File: src/rtl/cf_fft_1024_8_seq_pkg.sv
// cf_fft_1024_8_seq_pkg: shared state codes and counts for the 1024-point FFT frame sequencer.
package cf_fft_1024_8_seq_pkg;
  localparam int N = 1024;
  localparam int STAGES = 10;
  localparam logic [9:0] TERM_SAMP = 10'(N - 1);
  localparam logic [9:0] TERM_BFLY = 10'(N / 2 - 1);
  localparam logic [3:0] LAST_STAGE = 4'(STAGES - 1);
  typedef enum logic [2:0] {
    ST_IDLE    = 3'b000,
    ST_LOAD    = 3'b001,
    ST_SINIT   = 3'b010,
    ST_COMPUTE = 3'b011,
    ST_FLUSH   = 3'b100,
    ST_UNLOAD  = 3'b110,
    ST_DONE    = 3'b111
  } state_e;
endpackage

File: src/rtl/cf_fft_1024_8_seq_cnt.sv
// cf_fft_1024_8_seq_cnt: 10-bit index counter that clears, or counts up and sticks at a terminal value.
module cf_fft_1024_8_seq_cnt (
  input  logic       clock_c,
  input  logic       reset_i,
  input  logic       en_i,
  input  logic       clr_i,
  input  logic [9:0] term_i,
  output logic [9:0] cnt_o
);
  logic [9:0] cnt_q, cnt_d;
  always_comb cnt_d = clr_i ? '0 : (cnt_q == term_i) ? cnt_q : cnt_q + 10'd1;
  always_ff @(posedge clock_c)
    if (!reset_i) cnt_q <= '0;
    else if (en_i) cnt_q <= cnt_d;
  assign cnt_o = cnt_q;
endmodule

File: src/rtl/cf_fft_1024_8_seq.sv
// cf_fft_1024_8_seq: frame control sequencer stepping load, ten radix-2 stages, flush and unload.
module cf_fft_1024_8_seq
  import cf_fft_1024_8_seq_pkg::*;
(
  input  logic       clock_c,
  input  logic       reset_i,
  input  logic       enable_i,
  input  logic       sync_i,
  input  logic       adv_i,
  output logic [2:0] state_o,
  output logic       load_done_o,
  output logic       stage_done_o,
  output logic       unload_done_o,
  output logic [3:0] stage_o,
  output logic [9:0] index_o,
  output logic       busy_o,
  output logic       frame_done_o,
  output logic       overrun_o
);
  state_e     state_q;
  logic [3:0] stage_q;
  logic       busy_q, frame_done_q, overrun_q;
  logic [9:0] idx;
  logic       cnt_st;
  // Every exit from a counting state is taken on adv_i, so adv_i alone marks the clear.
  assign cnt_st = state_q inside {ST_LOAD, ST_COMPUTE, ST_UNLOAD};
  cf_fft_1024_8_seq_cnt u_cnt (
    .clock_c(clock_c),
    .reset_i(reset_i),
    .en_i   (enable_i),
    .clr_i  (!cnt_st || adv_i),
    .term_i (state_q == ST_COMPUTE ? TERM_BFLY : TERM_SAMP),
    .cnt_o  (idx)
  );
  always_ff @(posedge clock_c)
    if (!reset_i) begin
      state_q      <= ST_IDLE;
      stage_q      <= '0;
      busy_q       <= 1'b0;
      frame_done_q <= 1'b0;
      overrun_q    <= 1'b0;
    end else if (enable_i) begin
      overrun_q    <= overrun_q || (sync_i && state_q != ST_IDLE);
      frame_done_q <= 1'b0;
      busy_q       <= 1'b1;
      case (state_q)
        ST_IDLE: begin
          stage_q <= '0;
          busy_q  <= sync_i;
          if (sync_i) state_q <= ST_LOAD;
        end
        ST_LOAD:  if (adv_i) state_q <= ST_SINIT;
        ST_SINIT: state_q <= ST_COMPUTE;
        ST_COMPUTE: if (adv_i) begin
          state_q <= stage_q == LAST_STAGE ? ST_FLUSH : ST_SINIT;
          stage_q <= stage_q == LAST_STAGE ? 4'd0 : stage_q + 4'd1;
        end
        ST_FLUSH: state_q <= ST_UNLOAD;
        ST_UNLOAD: if (adv_i) begin
          state_q      <= ST_DONE;
          frame_done_q <= 1'b1;
        end
        ST_DONE: begin
          state_q <= ST_IDLE;
          busy_q  <= 1'b0;
        end
        default: begin
          state_q <= ST_IDLE;
          stage_q <= '0;
          busy_q  <= 1'b0;
        end
      endcase
    end
  assign state_o       = state_q;
  assign stage_o       = stage_q;
  assign index_o       = idx;
  assign busy_o        = busy_q;
  assign frame_done_o  = frame_done_q;
  assign overrun_o     = overrun_q;
  assign load_done_o   = state_q == ST_LOAD    && idx == TERM_SAMP;
  assign stage_done_o  = state_q == ST_COMPUTE && idx == TERM_BFLY;
  assign unload_done_o = state_q == ST_UNLOAD  && idx == TERM_SAMP;
endmodule

File: config.mk
export PLATFORM = sky130hd
export DESIGN_NAME = cf_fft_1024_8_seq
export DESIGN_NICKNAME = d
export VERILOG_FILES = /design/src/rtl/cf_fft_1024_8_seq_pkg.sv /design/src/rtl/cf_fft_1024_8_seq_cnt.sv /design/src/rtl/cf_fft_1024_8_seq.sv
export SDC_FILE = /design/constraint.sdc
export NUM_CORES = 1
export LEC_CHECK = 0
export CAP_MARGIN = 30
export CELL_PAD_IN_SITES_DETAIL_PLACEMENT = 0
export CELL_PAD_IN_SITES_GLOBAL_PLACEMENT = 1
export CORE_MARGIN = 4
export CORE_UTILIZATION = 41
export CTS_CLUSTER_SIZE = 24
export DETAILED_ROUTE_END_ITERATION = 7
export DONT_BUFFER_PORTS = 1
export PLACE_DENSITY = 0.83
export SLEW_MARGIN = 20
export SYNTH_ARGS = -nofsm -noshare
export SYNTH_HDL_FRONTEND = slang
export SYNTH_SLANG_ARGS = --single-unit
File: constraint.sdc
create_clock -name clock_c -period 1.9 [get_ports clock_c]
set_input_delay 0.095 -clock clock_c [delete_from_list [all_inputs] [get_ports clock_c]]
set_output_delay 0.095 -clock clock_c [all_outputs]
set_load 0.005 [all_outputs]
After elaboration in Yosys (flattened, before gate mapping)
Index checks and enable logic that the tools add are counted.

storage, ports and cells
  output and inout bits = 23
  flip-flop bits (word level) = 20
  logic and storage cells = 54
  input port bits = 5

cells by class
  reductions and logical operators = 15
  mux-type cells = 15
  add/subtract/negate cells = 2
  bitwise gates (word level) = 1
  equal/unequal tests = 15

operator list
  cell                                                   count
  2-to-1 mux 10 bit                                      3
  one-hot mux 3 bit (6 select lines)                     1
  2-to-1 mux 3 bit                                       5
  adder 10 x 1 -> 10 bit (second input constant)         1
  equality test 10 bit                                   1
  equality test 10 bit (second input constant)           1
  equality test 10 x 9 -> 1 bit (second input constant)  1
  OR reduction 5 bit                                     2
  equality test 3 bit (second input constant)            3
  2-to-1 mux 4 bit                                       2
  != test 2 bit (second input constant)                  4
  one-hot mux 4 bit (2 select lines)                     1
  equality test 3 x 2 -> 1 bit (second input constant)   2
  nonzero test 3 bit                                     2
  AND reduction 5 bit                                    1
  adder 4 x 1 -> 4 bit (second input constant)           1
  equality test 4 bit (second input constant)            1
  logical AND 1 bit                                      4
  equality test 3 x 1 -> 1 bit (second input constant)   1
  logical NOT 3 bit                                      1
  AND reduction 3 bit                                    1
  logical OR 1 bit                                       2
  2-to-1 mux 1 bit                                       2
  != test 2 x 1 -> 1 bit (second input constant)         1
  other kinds (4)                                        4

Longest topological paths before layout
Gate-level depths: netlist of run 1.

  depth in word-level cells = 6
  gate-level depth with buffers = 9
  gate-level depth less buffers = 7

By module
A second synthesis of run 1 with hierarchy kept.

second synthesis, totals
  cells, all modules = 176
  area total of the unflattened synthesis = 1471.4 µm²

by module, submodules not included
  module                 seq. area each (µm²)  cells an instance  area an instance (µm²)  times used
  cf_fft_1024_8_seq_cnt  200.2                 94                 823.3                   1
  cf_fft_1024_8_seq      200.2                 82                 648.1                   1

Worst setup path after synthesis of run 1
Ideal clock, no wire load.

  path type = register -> register
  from = register state_q[2] (netlist: state_o[2])
  to = register u_cnt.cnt_q[7] (netlist: u_cnt.cnt_o[7])
  path buffers = 2
  clock period less this slack = 1.963 ns
  data arrival time = 1.875 ns
  library setup time = 0.088 ns
  data required time = 1.812 ns
  slack = -0.063 ns
  stages on the path, launching flop included = 10
  path through = dfxtp_1 buf_2 inv_1 ha_1 a21oi_1 nor3b_1 o31a_1 nand2b_1 buf_4 o32ai_2

between the ends
  cells in the longest elaborated chain, start to end = 6
  elaborated cells between the ends (all ways) = 11
  those cells by class = 5 x eq/ne; 2 x mux; 4 x reduce/logical

ends and longest elaborated chain
  item                                                       RTL line                     text
  from (decl)                                                cf_fft_1024_8_seq.sv:20      state_e state_q;
  from (signal assigned)                                     cf_fft_1024_8_seq.sv:55      state_q <= stage_q == LAST_STAGE ? ST_FLUSH : ST_SINIT;
  branches (longest 6 deep; another with 2-to-1 mux 10 bit)  -
  to (signal assigned)                                       cf_fft_1024_8_seq_cnt.sv:14  else if (en_i) cnt_q <= cnt_d;
  to (decl)                                                  cf_fft_1024_8_seq_cnt.sv:10  logic [9:0] cnt_q, cnt_d;

Parallel ways; which one is timed is not known.
A chain may end at the register's enable or synchronous reset.

Final worst setup path of run 1
  from = register state_q[2] (netlist: state_o[2])
  to = register u_cnt.cnt_q[6] (netlist: u_cnt.cnt_o[6])

Same word-level chain as after synthesis.

==> metrics, run 1 <==
# placed instances 200; unrepaired setup endpoints after global routing false; worst hold path type in2reg; total gr overflow 0; Max Cap Violations 0; result of the run completed; number of antenna violations at the first check in global routing 0; Clock Root Buffer clkbuf_4; most instantiated flip-flop cell in the synthesis netlist dfxtp_1; drt drc 0; Worst Hold Depth 2; clock sinks 20; CP max FO 12; number of global-route vias before repair 1116; initial drt markers 95; final non-filler cell total 208; Max-slew headroom 0.639; reg2reg end u_cnt.cnt_o[6]$_SDFFE_PN0P_; post-synthesis instance area 1290 um^2; synthesized net count 164; number of synthesized flops with an enable pin 0; per-instance average area after synthesis 8.42 um^2; post-route ant nets 0; # port buffers 0; power density over cell area 557 nW/um^2; clock transition at the registers of the reported paths 0.12 ns; count of TritonRoute iterations in the first routing pass 4; fraction of the yosys area taken by sequential cells 0.311; Avg WL per Cell 15.0 um; Synth Area in XOR/XNOR 0.00680; layout cells sized above 1 0.165; core region area 3030 um^2; minimum setup slack among reg-to-reg paths 0.10 ns; TritonCTS Buffers 3; final setup vio count 0; worst r2r src state_o[2]$_SDFFE_PN0P_; maximum clock frequency 557 MHz; maximum number of pins on one net before global-route repair 14; detailed-route wire length 3130 um; buffer depth of the longest clock path 2; synthesized flop and latch total 20; clock tree from TritonCTS done; final worst path period need 1.80 ns; count of synthesis-stage warnings from yosys 0; data arrival at the endpoint of the critical path 1.99 ns; starting utilization of the core area 0.426; VDD IR-drop max 0.173 mV; total number of vias 1204; detailed placement HPWL 2270 um; Setup Skew 0.00670 ns; CP required 2.10 ns; post-synthesis instance total 153; fraction of the mapped netlist area in compound gates 0.248; worst hold path startpoint reset_i; Overall Global Routing Usage 0.159; height of the chip 64.1 um; final antenna diode count 0; kind of critical path reg2reg; Core Rows 20; overall die area 4100 um^2; count of pins over their slew limit 0; Die W 64.1 um; first-pass GRT wire length 5220 um; Synth Area in Adders 0.0583; combinational family with the most area after synthesis simple AND/OR/NAND/NOR gates; depth of the CTS H-tree 1; worst hold path endpoint u_cnt.cnt_o[9]$_SDFFE_PN0P_; net count reported at finish 176; routability cong. 0.833; CP Capture Type flop; number of top-level pins 28; average vias per placed instance 5.79; number of unique standard cell types used by synthesis 45; Async SR Flop Fraction 0; Post-CTS Setup Bufs 0; CP Launch Type flop; R2R depth 8; number of failing hold endpoints at the final stage 0; Leak 0.549 nW; growth of design area from synthesis to finish 13.9%; Tightest Pin Transition 0.536 ns; post-route clock period utilization 0.945; insertion delay to the later sink of the worst-skew pair 0.30 ns; post-synthesis simple-gate area fraction 0.283; multiplexer share of the synthesized area 0.0311; final setup TNS 0 ns
-- flip-flops by register name, indices dropped and copies added (netlist names) --
| signal | flops |
|---|---|
| stage_o | 4 |
| busy_o | 1 |
| state_o | 3 |
| frame_done_o | 1 |
| u_cnt.cnt_o | 10 |
| overrun_o | 1 |
-- cell usage after synthesis (all sizes together) (2+ instances only) --
master | count | area [um^2]
a21oi | 12 | 60.1
and2 | 2 | 12.5
and3 | 4 | 25.0
and3b | 4 | 35.0
buf | 7 | 46.3
clkbuf | 2 | 7.51
dfxtp | 20 | 400
ha | 6 | 75.1
inv | 6 | 22.5
mux2i | 4 | 40.0
nand2 | 13 | 48.8
nand2b | 3 | 18.8
nand3 | 7 | 35.0
nand3b | 4 | 33.8
nand4 | 3 | 18.8
nor2 | 9 | 33.8
nor2b | 2 | 12.5
nor3 | 2 | 10.0
nor3b | 2 | 15.0
nor4 | 2 | 12.5
o211ai | 3 | 22.5
o21a | 3 | 22.5
o21ai | 5 | 25.0
o22ai | 5 | 31.3
o31ai | 3 | 22.5
o32ai | 2 | 25.0
o41ai | 2 | 32.5
or3 | 5 | 36.3
-- final cells by class --
type / count / area [um^2]
clock buffers: 4 / 36.3
inverters: 7 / 26.3
multi-input cells: 117 / 818
fillers: 301 / 1560
flip-flops and latches: 20 / 402
well taps: 44 / 55.1
repair buffers: 16 / 130
-- metrics by stage --
stage	util	hold slack (ns)	power [W]	instance area, um^2	setup WS [ns]
6_report	0.485	0.0489	0.000818	1470	0.105
2_1_floorplan	-	0.253	0.000549	1290	0.0488
4_1_cts	0.481	0.0378	0.000825	1460	0.0100
3_3_place_gp	0.456	0.244	0.000562	1380	0.102
3_5_place_dp	0.456	0.250	0.000564	1380	0.0387
5_1_grt	0.485	0.0554	0.000862	1470	0.000965
-- per-layer routing --
layer / global-route usage / wire length, um / part of all wire / vias up
met1: 0.218 / 1370 / 0.44 / 564
met5: 0 / 0 / 0 / -
met3: 0.0545 / 321 / 0.10 / 4
met4: 0.0512 / 35 / 0.011 / 0
li1: - / - / - / 587
met2: 0.231 / 1400 / 0.45 / 49
-- cells by family (layout without fill, tap and decap cells) --
kind of cell             after synthesis  count (layout)
adder cells (fa/ha/maj)                6               6
XOR/XNOR                               1               1
flip-flops                            20              20
buffers and inverters                 16              27
AND/OR/NAND/NOR                       64              64
AO/OA/AOI/OAI                         42              42
multiplexers                           4               4
-- report_power, final --
part,internal (W),switching [W]
Combinational,0.0000596,0.0000732
Clock,0.000117,0.000134
Sequential,0.000427,0.00000695
Total,0.000604,0.000215
-- layout by cell type, fill, tap and decap left out, types with 2 or more instances in the layout --
master / n
nand4_1: 3
o31ai_1: 3
inv_1: 6
and2_1: 2
nor2_1: 9
nor3b_1: 2
mux2i_1: 4
o41ai_2: 2
nor3_1: 2
nor4_1: 2
dfxtp_1: 19
dlygate4sd3_1: 4
o21ai_0: 2
o211ai_1: 3
ha_1: 5
o21a_1: 3
nand3_1: 7
nand2b_1: 2
o21ai_1: 3
buf_4: 12
clkbuf_4: 3
nand2_1: 13
o22ai_1: 5
nor2b_1: 2
and3_1: 4
a21oi_1: 12
or3_1: 4
nand3b_1: 3
and3b_1: 4
-- what timing repair did --
| item | CTS | global route |
|---|---|---|
| hold buffers | 4 | 0 |
| setup endpoints to repair | 0 | 9 |
| resized for setup | 0 | 3 |
| hold endpoints to repair | 14 | 0 |
-- critical path, cell delays in order, from the launching register on --
cell and delay [ns]:
dfxtp_2 0.39, inv_1 0.09, ha_1 0.22, a21oi_1 0.13, nor3b_1 0.07, o31a_1 0.30, buf_4 0.18, o211ai_1 0.22
o41ai_2 0.10
-- how the worst max path moves through the flow --
stage                            start                          end
6_report       state_o[2]$_SDFFE_PN0P_  u_cnt.cnt_o[6]$_SDFFE_PN0P_
5_1_grt        state_o[2]$_SDFFE_PN0P_  u_cnt.cnt_o[9]$_SDFFE_PN0P_
4_1_cts        state_o[2]$_SDFFE_PN0P_  u_cnt.cnt_o[7]$_SDFFE_PN0P_
3_5_place_dp   state_o[2]$_SDFFE_PN0P_  u_cnt.cnt_o[7]$_SDFFE_PN0P_
3_3_place_gp   state_o[2]$_SDFFE_PN0P_  u_cnt.cnt_o[7]$_SDFFE_PN0P_
2_1_floorplan  state_o[2]$_SDFFE_PN0P_  u_cnt.cnt_o[7]$_SDFFE_PN0P_
Power figures use the tool's default switching activity.
==> run 2, diff against run 1 <==
ABC_AREA = 1   (was default)
CORE_UTILIZATION = 39   (was 41)
PLACE_DENSITY = 0.82   (was 0.83)
==> run 2 against run 1 <==
Effect of this change:
- cell count up 19%
- worst hold slack worse by 0.031 ns
- clock skew down 0.0060 ns
- power up 18%
- non-clock buffer count down 6
- cell area up 1.7%
- flip-flop and latch count unchanged
- first-iteration DRC count down 47%
- area after synthesis up 2.0%
- routed wire length up 3.2%
- sequential share of layout area down 0.46 points
- critical endpoint is now busy_o$_SDFFE_PN0P_
- highest routed layer unchanged
==> metrics, run 2 <==
met1 routing resource usage after global routing 0.214; worst hold path startpoint adv_i; number of antenna violations at the first check in global routing 0; routability cong. 0.815; count of pins over their slew limit 0; post-route clock period utilization 0.922; worst hold path endpoint u_cnt.cnt_o[9]$_SDFFE_PN0P_; number of unique standard cell types used by synthesis 26; CP Capture Type flop; Overall Global Routing Usage 0.161; post-synthesis instance total 192; ranking of synthesized cells by instance count nand2_1, nor2_1, dfxtp_1, inv_1, nand3_1; cells along the critical path dlygate4sd3_1 -> o21ai_0 -> a21oi_1 -> dlygate4sd3_1; most common cell after layout, fill and taps aside nand2_1; growth of design area from synthesis to finish 13.5%; layout cells sized above 1 0.177; per-instance average area after synthesis 6.85 um^2; Yosys top cell area share 0.304; starting utilization of the core area 0.420; number of global-route vias before repair 1122; number of top-level pins 28; worst hold path type in2reg; depth of the CTS H-tree 1; TritonCTS Buffers 3; Die W 66.1 um; most prevalent standard cell on the critical path dlygate4sd3_1; worst r2r src state_o[2]$_SDFFE_PN0P_; final non-filler cell total 247; drt drc 0; post-layout worst setup margin 0.149 ns; detailed-route wire length 3230 um; synthesized net count 203; Leak 0.597 nW; fraction of the yosys area taken by sequential cells 0.304; buffer depth of the longest clock path 2; most instantiated flip-flop cell in the synthesis netlist dfxtp_1; number of synthesized flops with an enable pin 0; count of synthesis-stage warnings from yosys 0; Async SR Flop Fraction 0; largest area contributor in the synthesized netlist dfxtp_1; buffering stage count on the worst path with inverters included 2; final antenna diode count 0; fraction of met2 tracks used by global routing 0.243; net count reported at finish 215; total gr overflow 0; initial drt markers 50; unrepaired setup endpoints after global routing false; Area contributors post-synth dfxtp_1, nand2_1, nor2_1, ha_1, nand3_1; pre-CTS setup slack 0.180 ns; power density over cell area 645 nW/um^2; reg2reg end busy_o$_SDFFE_PN0P_; Max-slew headroom 0.518; detailed placement HPWL 2450 um; VDD IR-drop max 0.375 mV; average vias per placed instance 5.00; first-pass GRT wire length 5490 um; clock sinks 20; Avg WL per Cell 13.1 um; total number of vias 1236; met3 capacity usage during global routing 0.0578; Core Rows 20; CP max FO 15; synthesized flop and latch total 20; Setup Skew 0.000726 ns; flip-flop count of the largest register, all copies and words added 10; Final Power 0.000963 W; # port buffers 0; Tightest Pin Transition 0.720 ns; Max Cap Violations 0; final worst path period need 1.75 ns; CP Launch Type input port; most frequent cells in the layout nand2_1, nor2_1, inv_1, dfxtp_1, nand3_1; overall die area 4360 um^2; slowest CP cell dlygate4sd3_1; data arrival at the endpoint of the critical path 2.01 ns; Top Family by Delay on Critical Path buffers and inverters; count of TritonRoute iterations in the first routing pass 5; most common cell in the synthesized netlist nand2_1; post-route ant nets 0; number of failing hold endpoints at the final stage 0; maximum number of pins on one net before global-route repair 16; Worst Hold Depth 3; height of the chip 66.1 um; minimum setup slack among reg-to-reg paths 0.20 ns; final setup vio count 0; clock transition at the registers of the reported paths 0.12 ns; kind of critical path in2reg; core region area 3130 um^2; Clock Root Buffer clkbuf_4; most congested layer reported by global routing met2; CP required 2.16 ns; R2R depth 5; insertion delay to the later sink of the worst-skew pair 0.30 ns; clock tree from TritonCTS done; # placed instances 238; maximum clock frequency 571 MHz; post-synthesis instance area 1320 um^2; result of the run completed; final setup TNS 0 ns; peak per-stage delay on the critical path 1.00 ns; Fill cells 323
[run 2: cell count changes after synthesis, sizes merged, moves of 5 or more]
cell,previous run,this run
nand2,13,57
nor2,9,26
o22ai,5,0
or3,5,0
inv,6,22
nand3,7,17
[run 2: layout make-up]
class | count | area [um^2] | area share
multi-input combinational | 147 | 830 | 0.556
sequential | 20 | 402 | 0.269
timing repair buffer | 10 | 87.6 | 0.0587
inverter | 22 | 82.6 | 0.0553
tap | 44 | 55.1 | 0.0369
clock buffer | 4 | 36.3 | 0.0243
[run 2: stage by stage]
stage	cell area [um^2]	hold WS (ns)	util
4_1_cts	1480	0.00506	0.474
3_3_place_gp	1400	0.194	0.446
3_5_place_dp	1400	0.196	0.446
5_1_grt	1490	0.0121	0.477
6_report	1490	0.0184	0.477
2_1_floorplan	1320	0.215	-
[run 2: routing by layer]
metal  wire length [um]  vias to the layer above
met5                  0                        -
met4                 19                        0
met3                249                        2
met2               1430                       26
met1               1530                      559
li1                   -                      649
[run 2: timing repair]
| item | 4_1_cts | 5_1_grt |
|---|---|---|
| endpoints found under the setup margin | 0 | 6 |
| resized for setup | 0 | 4 |
| setup buffers | 0 | 0 |
| hold buffers | 5 | 0 |
| endpoints found under the hold margin | 16 | 0 |
[run 2: worst max path at each step]
stage                                            from                     endpoint  slack [ns]  depth (start not counted)
after global routing      u_cnt.cnt_o[1]$_SDFFE_PN0P_                 stage_done_o        0.05                          7
after CTS                 u_cnt.cnt_o[1]$_SDFFE_PN0P_                  load_done_o        0.08                          7
after global placement        state_o[0]$_SDFFE_PN0P_  u_cnt.cnt_o[7]$_SDFFE_PN0P_        0.22                          7
after detailed placement      state_o[0]$_SDFFE_PN0P_  u_cnt.cnt_o[5]$_SDFFE_PN0P_        0.18                          7
final                                        enable_i          busy_o$_SDFFE_PN0P_        0.15                          4
after floorplan           u_cnt.cnt_o[0]$_SDFFE_PN0P_  u_cnt.cnt_o[5]$_SDFFE_PN0P_        0.38                          9
[run 2: where the power goes]
group          internal, W  switching [W]  total [W]
Sequential        0.000441      0.0000426   0.000484
Combinational    0.0000798       0.000143   0.000223
Clock             0.000117       0.000139   0.000256
Total             0.000638       0.000325   0.000963
[run 2: worst min-delay path: stages]
cell     delay (ns)
a21oi_4        0.04
nand4_1        0.10
a21oi_2        0.05
[run 2: cells by family after synthesis]
group | synth area share
compound gates | 0.126
simple gates | 0.407
fa+ha+maj | 0.0571
buf+inv | 0.0723
xor+xnor | 0.0333
flops | 0.304
